==> config.mk <==
export PLATFORM = sky130hd
export DESIGN_NAME = matrix_bram_reader
export DESIGN_NICKNAME = d
export VERILOG_FILES = /design/src/rtl/matrix_pkg.sv /design/src/rtl/stream_fifo2.sv /design/src/rtl/matrix_bram_reader.sv
export SDC_FILE = /design/constraint.sdc
export NUM_CORES = 1
export LEC_CHECK = 0
export ABC_CLOCK_PERIOD_IN_PS = 10000
export CORE_MARGIN = 2
export CORE_UTILIZATION = 59
export CTS_CLUSTER_DIAMETER = 100
export DETAILED_ROUTE_END_ITERATION = 7
export GPL_ROUTABILITY_DRIVEN = 1
export PLACE_DENSITY = 0.84
export SLEW_MARGIN = 40
export SYNTH_ARGS = -nofsm -noshare
export SYNTH_HDL_FRONTEND = slang
export SYNTH_HIERARCHICAL = 1
export SYNTH_SLANG_ARGS = --single-unit
==> constraint.sdc <==
create_clock -name clk -period 10 [get_ports clk]
set_clock_uncertainty 0.2 [all_clocks]
set_input_delay 1.5 -clock clk [delete_from_list [all_inputs] [get_ports clk]]
set_output_delay 1.5 -clock clk [all_outputs]
set_load 0.01 [all_outputs]
==> src/rtl/matrix_pkg.sv <==
`default_nettype none
// ============================================================================
// Module      : matrix_pkg
// Description : Shared constants and types for the matrix BRAM streaming path.
//               Holds the BRAM geometry, the reader FSM state type and the
//               tagged element carried through the output buffer.
// Revision    : 1.0 - initial release
// ============================================================================
package matrix_pkg;

  localparam int DATA_WIDTH = 32;
  localparam int DEPTH      = 9216;
  localparam int ADDR_WIDTH = $clog2(DEPTH);
  localparam int DIM_WIDTH  = 6;

  typedef enum logic [1:0] {
    IDLE  = 2'd0,
    READ  = 2'd1,
    DRAIN = 2'd2,
    DONE  = 2'd3
  } reader_state_t;

  typedef struct packed {
    logic [DATA_WIDTH-1:0] data;
    logic                  row_last;
    logic                  last;
  } elem_tag_t;

endpackage
`default_nettype wire

==> src/rtl/stream_fifo2.sv <==
`default_nettype none
// ============================================================================
// Module      : stream_fifo2
// Description : Two-entry register FIFO of tagged matrix elements.
//               Push and pop may happen in the same cycle, including when
//               the FIFO is full.
// Ports       : clk, rst_n      - clock, asynchronous active-low reset
//               push, push_data - write strobe and element
//               pop             - read strobe (ignored when empty)
//               head            - oldest element (valid when count != 0)
//               count           - occupancy, 0..2
// Revision    : 1.0 - initial release
// ============================================================================
module stream_fifo2
  import matrix_pkg::*;
(
  input  logic      clk,
  input  logic      rst_n,
  input  logic      push,
  input  elem_tag_t push_data,
  input  logic      pop,
  output elem_tag_t head,
  output logic [1:0] count
);

  elem_tag_t  r_mem [2];
  logic       r_wr_ptr;
  logic       r_rd_ptr;
  logic [1:0] r_count;

  logic w_do_push;
  logic w_do_pop;

  assign w_do_pop  = pop & (r_count != 2'd0);
  // A full FIFO can still accept a push when the head leaves the same cycle.
  assign w_do_push = push & ((r_count != 2'd2) | w_do_pop);

  always_ff @(posedge clk or negedge rst_n) begin
    if (!rst_n) begin
      r_mem[0] <= '0;
      r_mem[1] <= '0;
      r_wr_ptr <= 1'b0;
      r_rd_ptr <= 1'b0;
      r_count  <= 2'd0;
    end else begin
      if (w_do_push) begin
        r_mem[r_wr_ptr] <= push_data;
        r_wr_ptr        <= ~r_wr_ptr;
      end
      if (w_do_pop) begin
        r_rd_ptr <= ~r_rd_ptr;
      end
      r_count <= r_count + {1'b0, w_do_push} - {1'b0, w_do_pop};
    end
  end

  assign head  = r_mem[r_rd_ptr];
  assign count = r_count;

endmodule
`default_nettype wire

==> src/rtl/matrix_bram_reader.sv <==
`default_nettype none
// ============================================================================
// Module      : matrix_bram_reader
// Description : Streams one rows x cols matrix out of a single-port BRAM with
//               1-cycle read latency, in row-major order, over valid/ready.
//               Read data is buffered in a 2-entry FIFO; when the FIFO is
//               empty the BRAM output is forwarded straight to the stream so
//               the first beat appears two cycles after start.
// Ports       : clk, rst_n              - clock, async active-low reset
//               start, base_addr,
//               rows, cols              - transfer request (sampled in IDLE)
//               bram_addr, bram_dout    - BRAM read port
//               m_valid, m_ready,
//               m_data, m_row_last,
//               m_last                  - output element stream
//               busy, done, err         - status
// Revision    : 1.0 - initial release
// ============================================================================
module matrix_bram_reader #(
  parameter int DATA_WIDTH = matrix_pkg::DATA_WIDTH,
  parameter int DEPTH      = matrix_pkg::DEPTH,
  parameter int ADDR_WIDTH = $clog2(DEPTH),
  parameter int DIM_WIDTH  = matrix_pkg::DIM_WIDTH
) (
  input  logic                  clk,
  input  logic                  rst_n,
  input  logic                  start,
  input  logic [ADDR_WIDTH-1:0] base_addr,
  input  logic [DIM_WIDTH-1:0]  rows,
  input  logic [DIM_WIDTH-1:0]  cols,
  output logic [ADDR_WIDTH-1:0] bram_addr,
  input  logic [DATA_WIDTH-1:0] bram_dout,
  output logic                  m_valid,
  input  logic                  m_ready,
  output logic [DATA_WIDTH-1:0] m_data,
  output logic                  m_row_last,
  output logic                  m_last,
  output logic                  busy,
  output logic                  done,
  output logic                  err
);

  import matrix_pkg::*;

  localparam logic [ADDR_WIDTH:0] c_depth_ext = (ADDR_WIDTH+1)'(DEPTH);

  reader_state_t r_state;
  reader_state_t w_next_state;

  logic [ADDR_WIDTH-1:0] r_base;
  logic [ADDR_WIDTH-1:0] r_total;
  logic [ADDR_WIDTH-1:0] r_idx;
  logic [DIM_WIDTH-1:0]  r_cols;
  logic [DIM_WIDTH-1:0]  r_col;
  logic [ADDR_WIDTH-1:0] r_bram_addr;
  logic                  r_issue_q;
  logic                  r_issue_row_last;
  logic                  r_issue_last;
  logic                  r_err;

  logic [2*DIM_WIDTH-1:0] w_prod;
  logic [ADDR_WIDTH-1:0]  w_total;
  logic [ADDR_WIDTH:0]    w_end;
  logic                   w_shape_ok;
  logic                   w_start_idle;
  logic                   w_accept;
  logic                   w_reject;
  logic                   w_issue;
  logic                   w_issue_row_last;
  logic                   w_issue_last;
  logic [ADDR_WIDTH-1:0]  w_addr;
  logic [1:0]             w_fifo_count;
  logic [1:0]             w_pending;
  logic                   w_fifo_empty;
  logic                   w_fifo_push;
  logic                   w_fifo_pop;
  elem_tag_t              w_fifo_head;
  elem_tag_t              w_bram_elem;
  elem_tag_t              w_out;
  logic                   w_fire;

  // --------------------------------------------------------------------------
  // Request validation: bounds are checked one bit wider than the address so
  // a transfer ending exactly at DEPTH is accepted and nothing wraps.
  // --------------------------------------------------------------------------
  assign w_prod       = rows * cols;
  assign w_total      = ADDR_WIDTH'(w_prod);
  assign w_end        = {1'b0, base_addr} + {1'b0, w_total};
  assign w_shape_ok   = (rows != '0) && (cols != '0) && (w_end <= c_depth_ext);
  assign w_start_idle = start && (r_state == IDLE);
  assign w_accept     = w_start_idle && w_shape_ok;
  assign w_reject     = w_start_idle && !w_shape_ok;

  // --------------------------------------------------------------------------
  // Issue logic: buffered plus in-flight elements never exceed the 2 slots,
  // so every read that returns always has a place to land.
  // --------------------------------------------------------------------------
  assign w_pending        = w_fifo_count + {1'b0, r_issue_q};
  assign w_issue          = (r_state == READ) && (w_pending < 2'd2);
  assign w_issue_row_last = (r_col == r_cols - DIM_WIDTH'(1));
  assign w_issue_last     = (r_idx == r_total - ADDR_WIDTH'(1));
  assign w_addr           = r_base + r_idx;

  // Address holds between issues; a repeated BRAM read is harmless.
  assign bram_addr = w_issue ? w_addr : r_bram_addr;

  always_ff @(posedge clk or negedge rst_n) begin
    if (!rst_n) begin
      r_base           <= '0;
      r_total          <= '0;
      r_idx            <= '0;
      r_cols           <= '0;
      r_col            <= '0;
      r_bram_addr      <= '0;
      r_issue_q        <= 1'b0;
      r_issue_row_last <= 1'b0;
      r_issue_last     <= 1'b0;
      r_err            <= 1'b0;
    end else begin
      r_err            <= w_reject;
      r_issue_q        <= w_issue;
      r_issue_row_last <= w_issue_row_last;
      r_issue_last     <= w_issue_last;
      if (w_accept) begin
        // Row count is only needed through the total, so it is not kept.
        r_base  <= base_addr;
        r_cols  <= cols;
        r_total <= w_total;
        r_idx   <= '0;
        r_col   <= '0;
      end else if (w_issue) begin
        r_bram_addr <= w_addr;
        r_idx       <= r_idx + ADDR_WIDTH'(1);
        r_col       <= w_issue_row_last ? '0 : r_col + DIM_WIDTH'(1);
      end
    end
  end

  // --------------------------------------------------------------------------
  // Output buffer with bypass: when the FIFO is empty, returning BRAM data is
  // presented directly and only stored if the consumer stalls.
  // --------------------------------------------------------------------------
  assign w_bram_elem.data     = bram_dout;
  assign w_bram_elem.row_last = r_issue_row_last;
  assign w_bram_elem.last     = r_issue_last;

  assign w_fifo_empty = (w_fifo_count == 2'd0);
  assign w_fifo_pop   = !w_fifo_empty && m_ready;
  assign w_fifo_push  = r_issue_q && !(w_fifo_empty && m_ready);

  stream_fifo2 u_fifo (
    .clk       (clk),
    .rst_n     (rst_n),
    .push      (w_fifo_push),
    .push_data (w_bram_elem),
    .pop       (w_fifo_pop),
    .head      (w_fifo_head),
    .count     (w_fifo_count)
  );

  always_comb begin
    w_out = '0;
    if (!w_fifo_empty) begin
      w_out = w_fifo_head;
    end else if (r_issue_q) begin
      w_out = w_bram_elem;
    end
  end

  assign m_valid    = !w_fifo_empty || r_issue_q;
  assign m_data     = w_out.data;
  assign m_row_last = w_out.row_last;
  assign m_last     = w_out.last;
  assign w_fire     = m_valid && m_ready;
  assign err        = r_err;

  // --------------------------------------------------------------------------
  // FSM: state register / next state / outputs
  // --------------------------------------------------------------------------
  always_ff @(posedge clk or negedge rst_n) begin
    if (!rst_n) begin
      r_state <= IDLE;
    end else begin
      r_state <= w_next_state;
    end
  end

  always_comb begin
    w_next_state = r_state;
    case (r_state)
      IDLE:    if (w_accept) w_next_state = READ;
      READ:    if (w_issue && w_issue_last) w_next_state = DRAIN;
      DRAIN:   if (w_fire && m_last) w_next_state = DONE;
      DONE:    w_next_state = IDLE;
      default: w_next_state = IDLE;
    endcase
  end

  always_comb begin
    busy = 1'b0;
    done = 1'b0;
    case (r_state)
      READ, DRAIN: busy = 1'b1;
      DONE:        done = 1'b1;
      default:     ;
    endcase
  end

endmodule
`default_nettype wire

==> results_dict.tcl <==
set metrics [dict create \
    htree_num_levels 4 \
    final_util 0.720 \
    met2WireLength_um 11000 \
    finalSetupViolations 0 \
    grt-ovfl-total 0 \
    row_count 46 \
    clkPwrFrac 0.173 \
    hold_viol_final 0 \
    synth_area_um2 9610 \
    clk_latency_ns 0.42 \
    fillCellCount 1133 \
    num_vias 7414 \
    critPathLaunchType "primary input" \
    max-vdd-ir-drop_mv 0.179 \
    crit_fanout 73 \
    power_frac_comb 0.540 \
    p_int_w 0.00221 \
    ys_seq_elements 144 \
    clockRootBuffer "clkbuf_16" \
    core-area_um2 15900 \
    post-place-cells 1243 \
    p_leak_nw 5.15 \
    maxCapViolCount 0 \
    drt_first_pass_iters 5 \
    synth_common_cells "144 x dfrtp_1, 140 x mux2_2, 127 x nand2_1" \
    path_class "primary input to register" \
    clk_path_buf_depth 2 \
    drt_iter0_drc 433 \
    nets 1184 \
    area.sequential_um2 3600 \
    ant_nets 0 \
    synth_nets 1082 \
    status "completed" \
    synth.area.top_cells "dfrtp_1 38%, mux2_2 16%, ha_1 7.3%" \
    area_growth_pct 19.1 \
    synth_top_cell_by_area "dfrtp_1" \
    seqPwrFrac 0.287 \
    rsz0062_at_grt "no" \
    start_util 0.605 \
    grt_pass1_vias 7354 \
    ios 114 \
    avgSynthCellArea_um2 10.2 \
    end_kind "register" \
    cp_data_required_time_ns 10.10 \
    postCtsSetupRepairBufs 0 \
    gp_congestion 0.905 \
    yosysWarningCount 6 \
    grt_start_max_net_pins 88 \
    synth_edf_count 0 \
    slew_headroom 0.460 \
    hold_buffers 0 \
    layout.cells.non_filler 1276 \
    synth-seq-area-share 0.375 \
    grt_pass1_wl_um 37000 \
    fp.dieH_um 132 \
    dpl.hpwl_um 15300 \
    chipWidth_um 132 \
    crit_arrival_ns 8.04 \
    m1WireLength_um 9990 \
    cts.sinks 144 \
    period_minus_slack_ns 7.93 \
    drt-total-wl_um 22500 \
    multi_input_area_um2 5620 \
    antenna_found_initial 0 \
    cts_resized 0 \
    max_clock_freq_mhz 126 \
    top_layer "met4" \
    port_buffers 113 \
    wl_per_cell_um 17.6 \
    met3WireLength_um 1030 \
    drc 0 \
    worstMarginPinSlew_ns 0.811 \
    die-area_um2 17300 \
    cts_tree "done" \
    path_clk_slew_ns 0.06 \
    swShare 0.390 \
    yosysTopAreaCellShare 0.375 \
    pwr_density_cell_nw_per_um2 316 \
    drive_gt1_frac 0.184 \
    num_antenna_cells 0 \
    syn_inst 945 \
    tns_ns 0 \
    routed_via_density 5.81 \
    synth-main-ff-cell "dfrtp_1" \
    cts_made_buffers 17 \
    synthArstFlopShare 1.00 \
    hold_path.class "register to register" \
    yosysUniqueCellTypes 61 \
    yosys.cell_count.top_type "dfrtp_1" \
    track_usage 0.262 \
    p_switching_w 0.00141 \
    slew_violations 0 \
    fin_crit_sh 0.793 \
]
-- through the flow --
step                cell area, µm²  hold slack (ns)  power (W)  setup slack [ns]
finish                       11400            0.302    0.00362              2.07
CTS                          11400            0.304    0.00361              2.12
floorplan                     9610            0.254    0.00231              3.09
global route                 11400            0.315    0.00385              1.66
detailed placement           10800            0.283    0.00294              1.68
global placement             10800            0.269    0.00288              1.85
-- worst paths after layout --
check | from | endpoint | slack [ns] | depth (start not counted)
max reg2reg | r_total[0] | r_state[1] | 6.21 | 11
min reg2reg | u_fifo/r_mem[41] | u_fifo/r_mem[41] | 0.30 | 1
max | cols[2] | r_bram_addr[10] | 2.07 | 25
max in group asynchronous | rst_n | u_fifo/r_mem[26] | 7.62 | 2
min in group asynchronous | rst_n | r_bram_addr[11] | 0.84 | 1
min | u_fifo/r_mem[41] | u_fifo/r_mem[41] | 0.30 | 1
-- power groups by stage --
stage	logic (W)	clock network [W]	registers [W]
6_report	0.00196	0.000627	0.00104
5_1_grt	0.00212	0.000661	0.00107
4_1_cts	0.00194	0.000634	0.00103
3_5_place_dp	0.00191	0	0.00103
3_3_place_gp	0.00187	0	0.00101
2_1_floorplan	0.00134	0	0.000966
-- sequential cells by signal, summed over array words and instances (netlist names) --
signal            flops
r_issue_row_last      1
r_issue_q             1
u_fifo/count          2
r_bram_addr          14
r_issue_last          1
u_fifo/r_wr_ptr       1
r_col                 6
r_total              12
u_fifo/r_mem         68
u_fifo/r_rd_ptr       1
r_idx                14
r_cols                6
err                   1
r_base               14
r_state               2
-- layout by cell type (no fill, tap or decap), types with 28 or more instances in the layout --
master,n
mux2_2,140
xor2_1,28
nand3_1,49
xnor2_1,37
clkdlybuf4s50_1,112
inv_1,43
a21oi_1,29
ha_1,56
dfrtp_1,144
nor2_1,43
o21ai_0,30
nand2_1,126
-- worst max-delay path: stages --
cell and delay [ns]:
clkdlybuf4s50_1 0.55, and2_1 0.25, fa_1 0.53, inv_1 0.05, fa_1 0.47, fa_1 0.55
inv_1 0.04, ha_1 0.32, a21oi_1 0.15, nor2_1 0.05, nor2_1 0.15, o21bai_1 0.09
a21oi_1 0.22, o21bai_1 0.09, a21oi_1 0.19, xnor2_1 0.25, ha_1 0.39, and3_1 0.18
a21oi_1 0.17, o211ai_1 0.15, a211oi_1 0.26, a31oi_1 0.13, a31oi_4 0.21, buf_4 0.63
mux2_2 0.41
-- routing by layer --
metal / global-route usage / vias to the layer above
li1: - / 3513
met1: 0.346 / 3649
met2: 0.440 / 222
met3: 0.0471 / 30
met4: 0.0833 / 0
met5: 0 / -
-- cell families (layout without fill, tap and decap cells) --
kind of cell,after synthesis,in the layout,share of synthesized area
AOI/OAI and AO/OA,123,123,0.0866
DFF,144,144,0.375
xor gates and xnor gates,65,65,0.0593
buffers and inverters,80,195,0.0405
adders and majority gates,75,75,0.113
and+or+nand+nor,313,313,0.156
muxes,145,145,0.170
-- layout make-up --
| cell class | count | area share |
|---|---|---|
| clock inverter | 14 | 0.0136 |
| tap | 216 | 0.0236 |
| sequential | 144 | 0.315 |
| inverter | 43 | 0.0141 |
| timing repair buffer | 120 | 0.105 |
| multi-input combinational | 721 | 0.491 |
| clock buffer | 18 | 0.0375 |
Power figures use the tool's default switching activity.
